**src/rtl/alu_pkg.sv**
```systemverilog
// rtl/alu_pkg.sv - shared ALU operator encodings and sequencer state constants
package alu_pkg;

    localparam logic [1:0] MODE_NEG  = 2'b00;
    localparam logic [1:0] MODE_ABS  = 2'b01;
    localparam logic [1:0] MODE_PASS = 2'b10;

    typedef logic [1:0] state_t;

    localparam state_t IDLE = 2'd0;
    localparam state_t BUSY = 2'd1;
    localparam state_t DONE = 2'd2;

endpackage

```
**src/rtl/negate_digit.sv**
```systemverilog
// rtl/negate_digit.sv - one digit of conditional-invert plus carry-in add
module negate_digit #(
    parameter int DIGIT = 8
) (
    input  logic [DIGIT-1:0] d,
    input  logic             inv,
    input  logic             cin,
    output logic [DIGIT-1:0] s,
    output logic             cout
);

    logic [DIGIT-1:0] operand;

    assign operand = inv ? ~d : d;
    assign {cout, s} = {1'b0, operand} + {{DIGIT{1'b0}}, cin};

endmodule

```
**src/rtl/negate_seq.sv**
```systemverilog
// rtl/negate_seq.sv - digit-serial negate/abs/pass unit; NEGATE_SEQ_OVF_EN enables overflow
module negate_seq
    import alu_pkg::*;
#(
    parameter int WIDTH = 32,
    parameter int DIGIT = 8
) (
    input  logic             clk,
    input  logic             clr_n,
    input  logic             start,
    input  logic [1:0]       mode,
    input  logic [WIDTH-1:0] a,
    output logic             ready,
    output logic             done,
    output logic [WIDTH-1:0] result,
    output logic             overflow
);

    localparam int N  = WIDTH / DIGIT;
    localparam int CW = (N > 1) ? $clog2(N) : 1;

    generate
        if ((DIGIT < 1) || ((WIDTH % DIGIT) != 0)) begin : g_width_check
            $error("negate_seq: WIDTH must be a non-zero multiple of DIGIT");
        end
    endgenerate

    state_t              state;
    logic [WIDTH-1:0]    op;
    logic [WIDTH-1:0]    res;
    logic                carry;
    logic                inv;
    logic [CW-1:0]       cnt;

    logic                accept;
    logic                inv_next;
    logic                last;
    logic [DIGIT-1:0]    dsum;
    logic                dcarry;
    logic [WIDTH+DIGIT-1:0] res_cat;

    assign ready    = (state != BUSY);
    assign done     = (state == DONE);
    assign result   = res;
    assign accept   = start && ready;
    assign inv_next = (mode == MODE_NEG) || ((mode == MODE_ABS) && a[WIDTH-1]);
    assign last     = (state == BUSY) && (cnt == CW'(N - 1));

    // New digit enters at the MSB end so the LSB digit lands at the bottom after N shifts
    assign res_cat  = {dsum, res};

    negate_digit #(.DIGIT(DIGIT)) u_digit (
        .d    (op[DIGIT-1:0]),
        .inv  (inv),
        .cin  (carry),
        .s    (dsum),
        .cout (dcarry)
    );

    always_ff @(posedge clk or negedge clr_n) begin
        if (!clr_n) begin
            state <= IDLE;
            op    <= '0;
            res   <= '0;
            carry <= 1'b0;
            inv   <= 1'b0;
            cnt   <= '0;
        end else begin
            case (state)
                BUSY: begin
                    op    <= op >> DIGIT;
                    res   <= res_cat[WIDTH+DIGIT-1:DIGIT];
                    carry <= dcarry;
                    cnt   <= cnt + CW'(1);
                    if (last) begin
                        state <= DONE;
                    end
                end
                default: begin
                    if (accept) begin
                        op    <= a;
                        cnt   <= '0;
                        inv   <= inv_next;
                        carry <= inv_next;
                        state <= BUSY;
                    end else begin
                        state <= IDLE;
                    end
                end
            endcase
        end
    end

`ifdef NEGATE_SEQ_OVF_EN
    logic a_sign;
    logic ovf;

    // Operand sign must be kept aside because the operand register shifts it out
    always_ff @(posedge clk or negedge clr_n) begin
        if (!clr_n) begin
            a_sign <= 1'b0;
            ovf    <= 1'b0;
        end else if (accept) begin
            a_sign <= a[WIDTH-1];
        end else if (last) begin
            ovf <= inv && a_sign && dsum[DIGIT-1];
        end
    end

    assign overflow = ovf;
`else
    assign overflow = 1'b0;
`endif

endmodule

```
**config.mk**
```make
export PLATFORM = sky130hd
export DESIGN_NAME = negate_seq
export DESIGN_NICKNAME = d
export VERILOG_FILES = /design/src/rtl/alu_pkg.sv /design/src/rtl/negate_digit.sv /design/src/rtl/negate_seq.sv
export SDC_FILE = /design/constraint.sdc
export NUM_CORES = 1
export LEC_CHECK = 0
export ABC_AREA = 1
export CAP_MARGIN = 0
export CORE_ASPECT_RATIO = 0.9
export CORE_MARGIN = 4
export CORE_UTILIZATION = 54
export CTS_CLUSTER_DIAMETER = 40
export DETAILED_ROUTE_END_ITERATION = 10
export GPL_TIMING_DRIVEN = 0
export PLACE_DENSITY = 0.89
export SYNTH_ARGS = -nofsm -noshare
export SYNTH_HDL_FRONTEND = slang
export SYNTH_SLANG_ARGS = --single-unit
```
**constraint.sdc**
```tcl
create_clock -name clk -period 3.1 [get_ports clk]
set_input_delay 0.31 -clock clk [delete_from_list [all_inputs] [get_ports clk]]
set_output_delay 0.31 -clock clk [all_outputs]
set_load 0.01 [all_outputs]
```
==> results of run 1 <==
==> Yosys cell counts, types with 3 or more instances <==
cell type                  count  area, sq um
sky130_fd_sc_hd__a21oi_1       4         20.0
sky130_fd_sc_hd__inv_2         3         11.3
sky130_fd_sc_hd__buf_4         7         52.6
sky130_fd_sc_hd__inv_1        26         97.6
sky130_fd_sc_hd__nand3_1      23          115
sky130_fd_sc_hd__nor2_1        9         33.8
sky130_fd_sc_hd__ha_1          3         37.5
sky130_fd_sc_hd__nand2_2       9         56.3
sky130_fd_sc_hd__o22ai_1       3         18.8
sky130_fd_sc_hd__a22o_1        8         70.1
sky130_fd_sc_hd__o211ai_1      7         52.6
sky130_fd_sc_hd__nand2_1     134          503
sky130_fd_sc_hd__buf_2         5         25.0
sky130_fd_sc_hd__dfrtp_1      70         1750
sky130_fd_sc_hd__o21ai_0      26          130
==> layout make-up <==
type                    instances  area (sq um)  share of cell area
clock inverters                 5          57.6              0.0139
clock buffers                  11           151              0.0367
multi-input cells             240          1150               0.279
plain buffers                  17           121              0.0294
flip-flops and latches         70          1750               0.424
well taps                      70          87.6              0.0212
repair buffers                 70           698               0.169
inverters                      29           109              0.0264
==> through the flow <==
stage                     utilization  hold WS [ps]
after CTS                       0.730          91.0
after global routing            0.730           124
after global placement          0.693           457
after floorplan                     -          14.4
final                           0.730          51.4
after detailed placement        0.693           469
==> where the power goes <==
part	internal, mW	switching [mW]
sequential	1.31	0.236
combinational	0.891	1.12
clock	0.413	0.346
==> worst min path at each step <==
stage                     cells after the start  startpoint   endpoint  slack, ps
after global routing                          1       clr_n  result[0]        120
after global placement                        1      cnt[0]     cnt[0]        460
after CTS                                     1       clr_n  result[0]         90
after detailed placement                      1       clr_n  result[0]        470
final                                         1       clr_n  result[1]         50
after floorplan                               0       clr_n      carry         10
==> registers in the layout, summed over array words and instances, names as in the netlist <==
signal  cells
carry       1
cnt         2
inv         1
op         32
result     32
state       2
==> layout by cell type (no fill, tap or decap), types with 3 or more instances in the layout <==
cell                              count
sky130_fd_sc_hd__ha_1                 3
sky130_fd_sc_hd__o211ai_1             7
sky130_fd_sc_hd__o22ai_1              3
sky130_fd_sc_hd__inv_1               26
sky130_fd_sc_hd__a21oi_1              4
sky130_fd_sc_hd__o21ai_0             26
sky130_fd_sc_hd__nor2_1               9
sky130_fd_sc_hd__buf_2                5
sky130_fd_sc_hd__clkinvlp_4           3
sky130_fd_sc_hd__buf_4                8
sky130_fd_sc_hd__nand3_1             23
sky130_fd_sc_hd__dfrtp_1             70
sky130_fd_sc_hd__inv_2                3
sky130_fd_sc_hd__a22o_1               8
sky130_fd_sc_hd__clkdlybuf4s50_1     69
sky130_fd_sc_hd__nand2_1            134
sky130_fd_sc_hd__nand2_2              9
sky130_fd_sc_hd__clkbuf_8            12
==> metal layers <==
layer  vias up  part of all wire
met5         -                 0
met4         0             0.013
met3        14             0.080
met2        96              0.51
met1      1256              0.40
li1       1302                 -
==> cell families after synthesis <==
group                      after synthesis
and+or+nand+nor                        185
DFF                                     70
AOI/OAI and AO/OA                       49
buffers and inverters                   46
adders and majority gates                3
xor gates and xnor gates                 2
other                                    1
==> worst reg2reg max path, cell delays in order, from the launching register on <==
cell	delay (ps)
sky130_fd_sc_hd__dfrtp_1	430
sky130_fd_sc_hd__buf_6	160
sky130_fd_sc_hd__xor2_1	160
sky130_fd_sc_hd__ha_1	210
sky130_fd_sc_hd__ha_1	190
sky130_fd_sc_hd__nand3_2	120
sky130_fd_sc_hd__nor2_2	150
sky130_fd_sc_hd__nand3_1	90
sky130_fd_sc_hd__nand3_1	90
sky130_fd_sc_hd__nand2_1	50
==> metrics.csv, run 1 <==
stage,metric,value,unit
setup_path,cp_num_buf_inv,3,
synthesis,synth_seq_cells,70,
floorplan,initial_utilization,0.554,
grt,first_global_vias,2670,
final_layout,share_of_layout_cells_above_drive_strength_1,0.118,
setup_path,rr_worst_depth,9,
setup_path,critPathLaunchType,flip-flop,
grt,grt-busiest-layer,met2,
clock_network,clock-sinks,70,
floorplan,coreArea,5660,sq um
final_layout,layout.filler_cells,427,
grt,grt_start_max_net_pins,71,
clock_network,clock_path_buffers,2,
clock_network,skew_pair_late_insertion_delay,350,ps
sta,rsz0062_at_grt,no,
drt,detail-route-antenna-nets,0,
drt,dr.pass1.iters,4,
grt,met3_usage,0.0831,
final_layout,area_growth,31.7,%
grt,use_met1,0.248,
synthesis,adder_cell_share_of_the_synthesized_area,0.0120,
synthesis,synth.yosys.seq_area_share,0.559,
setup_path,critical_path.reg2reg.startpoint,inv,
sta,timing.final.crit_period,2210,ps
floorplan,die-width,88.3,um
sta,timing.setup.tns,0,ps
drt,detail_route.iter0.violations,159,
placed_design,detailedPlacementHpwl,5260,um
setup_path,worst-endpoint-arrival,1900,ps
sta,timing.slew.headroom,0.428,
synthesis,parity_gate_share_of_the_synthesized_area_counting_xor_and_xnor_cells,0.00559,
grt,global_route.usage.met2,0.387,
min_path,min_path_type,input port to asynchronous set/reset pin,
placed_design,globalplace.congestion,0.785,
sta,min_period_over_period,0.712,
pwr,cellPowerDensity,1050,nW/um^2
floorplan,io_pins,72,
clock_network,hold_buffers,0,
final_layout,net_count_of_the_finished_layout,477,
synthesis,main_combinational_cell_family_by_area_after_synthesis,simple AND/OR/NAND/NOR gates,
setup_path,worstPathCellList,"nand2_2, buf_4, buf_2, clkdlybuf4s50_1",
final_layout,antenna-diode-count,0,
outcome,status,"finished, final reports clean",
drt,via_count,2668,
grt,grt_overflow_total,0,
setup_path,setup.worst_path.end,ready,
synthesis,mappedNetlistArea,3140,sq um
pwr,max-vdd-ir-drop,0.601,mV
setup_path,timing.critical_path.max_delay_family,buffers and inverters,
floorplan,rows,26,
setup_path,worstSetupPathType,flip-flop to output pin,
synthesis,count_of_flip_flops_with_a_built_in_enable_after_synthesis,0,
drt,detail_route.wl_per_cell,14.2,um
setup_path,setup.reg_to_reg.worst_slack,1350,ps
drt,drcViolationCount,0,
floorplan,fp.dieH,80.3,um
synthesis,async_set_reset_flop_share_out_of_synthesis,1.00,
clock_network,ctsHtreeMaxLevel,3,
setup_path,critical-path-slowest-cell,sky130_fd_sc_hd__clkdlybuf4s50_1,
sta,postLayoutSetupSlackWorst,894,ps
setup_path,critPathMaxStageDelay,580,ps
placed_design,place.detailed.instances,496,
grt,wire_length_of_the_first_global_routing_pass,11900,um
placed_design,post_dp_cell_area,3920,sq um
synthesis,synth_compound_area_frac,0.0946,
setup_path,regToRegEndpoint,result[30],
grt,grt_antenna_before_repair,0,
synthesis,ys_warn_count,0,
setup_path,cp-startpoint,state[0],
synthesis,dominantRegCellSynth,sky130_fd_sc_hd__dfrtp_1,
clock_network,tritoncts_clock_tree,built,
sta,timing.final.hold_violations,0,
pwr,power.static_leakage,1.96,nW
setup_path,crit_cells,4,
drt,wl,7250,um
clock_network,cts_setup_buffers,0,
setup_path,critical_path.endpoint_type,output pin,
sta,timing.final.setup_violations,0,
placed_design,place_ws,1270,ps
clock_network,clock_tree_root_driver_cell,sky130_fd_sc_hd__clkbuf_8,
synthesis,post_synth_num_cell_types,28,
setup_path,worstPathRequired,2790,ps
synthesis,synth.mux.area_fraction,0,
sta,maxSlewViolCount,0,
synthesis,synthesis.area_per_instance,8.81,sq um
clock_network,post_cts_resized,0,
setup_path,worst-path-max-fanout,10,
sta,timing.fmax,453,MHz
synthesis,synth_fp_nets,396,
sta,clock-skew-final,6.83,ps
pwr,power.total,4.32,mW
flow_run,max_cap_viol_count,0,
grt,global_route.usage.total,0.221,
drt,drt-vias-per-instance,5.21,
synthesis,postSynthCellCount,356,
final_layout,stdcell_area,4130,sq um
clock_network,clk_transition_reported_paths,80,ps
sta,max_slew.worst_pin.slew,857,ps
placed_design,port_buffers,70,
final_layout,stdcell_count,512,
floorplan,die_area,7090,sq um
clock_network,cts_buffers,9,
synthesis,post_synth_and_or_nand_nor_area_fraction,0.255,
Power figures use the tool's default switching activity.
==> inputs of run 2 (changes only) <==
- CORE_UTILIZATION: 54 -> 45
- PLACE_DENSITY: 0.89 -> 0.8
- clock period: 3.1 -> 1.8 ns (I/O delays scaled with it)
==> metrics.csv, run 2 (synthesis gave the netlist of run 1 again) <==
stage,metric,value,unit,change
outcome,status,"finished, final reports clean",,unchanged
final_layout,post-route-util,0.628,,was 0.730
floorplan,initial_utilization,0.471,,was 0.554
setup_path,cp-startpoint,inv,,was state[0]
placed_design,detailedPlacementHpwl,5280,um,was 5260 um
final_layout,share_of_layout_cells_above_drive_strength_1,0.120,,was 0.118
setup_path,crit_top_cell,sky130_fd_sc_hd__nand3_1,,
clock_network,skew_pair_late_insertion_delay,340,ps,was 350 ps
drt,via_count,2622,,was 2668
setup_path,worst-path-max-fanout,10,,unchanged
sta,whs,396,ps,was 51.4 ps
sta,timing.fmax,612,MHz,
grt,global_route.usage.total,0.185,,was 0.221
drt,detail_route.iter0.violations,103,,was 159
drt,drt-vias-per-instance,4.92,,was 5.21
setup_path,worstSetupPathType,flip-flop to flip-flop,,was flip-flop to output pin
final_layout,area_growth,33.4,%,was 31.7%
sta,clock-skew-final,8.56,ps,was 6.83 ps
pwr,max-vdd-ir-drop,0.635,mV,was 0.601 mV
floorplan,rows,28,,was 26
clock_network,clock-sinks,70,,unchanged
drt,detail_route.wl_per_cell,13.3,um,was 14.2 um
pwr,power.static_leakage,1.97,nW,was 1.96 nW
clock_network,clock_tree_root_driver_cell,sky130_fd_sc_hd__clkbuf_8,,unchanged
clock_network,cts_buffers,9,,unchanged
flow_run,max_cap_viol_count,0,,unchanged
setup_path,cp_num_buf_inv,1,,was 3
final_layout,layout_common_cells,"sky130_fd_sc_hd__nand2_1, sky130_fd_sc_hd__dfrtp_1, sky130_fd_sc_hd__clkdlybuf4s50_1",,unchanged
sta,timing.setup.tns,0,ps,unchanged
setup_path,critPathMaxStageDelay,410,ps,was 580 ps
floorplan,coreArea,6660,sq um,was 5660 sq um
drt,drcViolationCount,0,,unchanged
setup_path,critical_path.endpoint_type,flip-flop,,was output pin
min_path,hold_crit_start,a[14],,
floorplan,die-width,96.0,um,was 88.3 um
setup_path,worst-endpoint-arrival,1870,ps,was 1900 ps
pwr,power.total,7.28,mW,was 4.32 mW
drt,detail-route-antenna-nets,0,,unchanged
grt,grt_start_max_net_pins,71,,unchanged
sta,timing.slew.headroom,0.435,,was 0.428
placed_design,port_buffers,70,,unchanged
sta,timing.final.hold_violations,0,,unchanged
grt,first_global_vias,2655,,was 2670
sta,max_slew.worst_pin.slew,848,ps,was 857 ps
grt,wire_length_of_the_first_global_routing_pass,12000,um,was 11900 um
sta,min_period_over_period,0.908,,
sta,timing.final.setup_violations,0,,unchanged
grt,grt_overflow_total,0,,unchanged
setup_path,critical-path-slowest-cell,sky130_fd_sc_hd__dfrtp_1,,was sky130_fd_sc_hd__clkdlybuf4s50_1
setup_path,critPathLaunchType,flip-flop,,unchanged
drt,wl,7070,um,was 7250 um
min_path,min_path_type,input port to flip-flop,,was input port to asynchronous set/reset pin
floorplan,fp.dieH,87.2,um,was 80.3 um
placed_design,place.detailed.instances,516,,was 496
drt,dr.pass1.iters,4,,unchanged
final_layout,net_count_of_the_finished_layout,478,,was 477
setup_path,worstPathCellList,"buf_6, xor2_2, ha_2, ha_4, nand3_4, nor2_4, nand3_1, nand3_1, nand2_1",,"was nand2_2, buf_4, buf_2, clkdlybuf4s50_1"
sta,timing.final.crit_period,1640,ps,
setup_path,critical_path.reg2reg.startpoint,inv,,unchanged
setup_path,timing.critical_path.max_delay_family,flip-flops,,was buffers and inverters
clock_network,clock_path_buffers,2,,unchanged
setup_path,worstPathRequired,2030,ps,was 2790 ps
final_layout,layout_commonest_cell,sky130_fd_sc_hd__nand2_1,,unchanged
clock_network,ctsHtreeMaxLevel,3,,unchanged
final_layout,antenna-diode-count,0,,unchanged
grt,grt_antenna_before_repair,0,,unchanged
floorplan,die_area,8370,sq um,was 7090 sq um
sta,maxSlewViolCount,0,,unchanged
final_layout,stdcell_count,533,,was 512
pwr,cellPowerDensity,1740,nW/um^2,was 1050 nW/um^2
clock_network,clk_transition_reported_paths,70,ps,was 80 ps
placed_design,globalplace.congestion,0.809,,was 0.785
clock_network,tritoncts_clock_tree,built,,unchanged
floorplan,io_pins,72,,unchanged
==> run 2: cell count changes in the layout (fill, tap and decap cells not counted), moves of 2 or more <==
cell	change
sky130_fd_sc_hd__clkbuf_1	+2
sky130_fd_sc_hd__clkinv_2	+2
sky130_fd_sc_hd__clkinvlp_4	-2
sky130_fd_sc_hd__ha_1	-2
==> run 2: tightest hold or removal path, cell delays in order <==
cell                              delay (ps)
sky130_fd_sc_hd__clkdlybuf4s50_1         390
sky130_fd_sc_hd__nand2_1                  60
sky130_fd_sc_hd__nand3_1                  60
==> run 2: worst paths after layout <==
kind	to	slack, ps	cells past startpoint
worst min-delay path	op[14]	400	3
max in group asynchronous	op[13]	740	2
worst max-delay path	result[30]	160	9
worst max register to register	result[30]	160	9
worst min register to register	result[4]	480	2
min in group asynchronous	result[0]	520	2
==> run 2: final cells by class <==
type	instances	area, sq um
multi-input combinational	240	1190
inverter	29	109
fill	599	2470
buffer	16	129
sequential	70	1750
timing repair buffer	72	718
clock inverter	4	22.5
tap	90	113
clock buffer	12	145
==> run 2: where the power goes <==
| group | switching [mW] | total, mW | internal (mW) |
|---|---|---|---|
| Sequential | 0.403 | 2.66 | 2.26 |
| Clock | 0.552 | 1.08 | 0.531 |
| Combinational | 1.94 | 3.54 | 1.59 |
| Total | 2.90 | 7.28 | 4.38 |
==> run 2: routing by layer <==
| metal | up-vias | track usage | routed length, um |
|---|---|---|---|
| met5 | - | 0 | 0 |
| met4 | 0 | 0.0362 | 52 |
| met3 | 6 | 0.0622 | 518 |
| met2 | 75 | 0.312 | 3360 |
| met1 | 1244 | 0.232 | 3130 |
| li1 | 1297 | - | - |
==> run 2: stage by stage <==
| stage | setup slack, ps | area [sq um] |
|---|---|---|
| 2_1_floorplan | 243 | 3140 |
| 3_3_place_gp | -1700 | 3950 |
| 3_5_place_dp | 36.1 | 3950 |
| 4_1_cts | 12.5 | 4140 |
| 5_1_grt | -2.42 | 4180 |
| 6_report | 165 | 4180 |
==> run 2: repair_timing <==
| action | in CTS | in global routing |
|---|---|---|
| pin swaps | 0 | 1 |
| setup endpoints to repair | 1 | 4 |
| hold endpoints to repair | 70 | 0 |
| buffers inserted | 0 | 1 |
| hold buffers | 1 | 0 |
| gates resized for setup | 4 | 7 |
==> inputs of run 3 (changes only) <==
- TNS_END_PERCENT: not set -> 50
==> results of run 3 <==
Same layout as run 2: the final DEF is identical, and so are final timing and power.
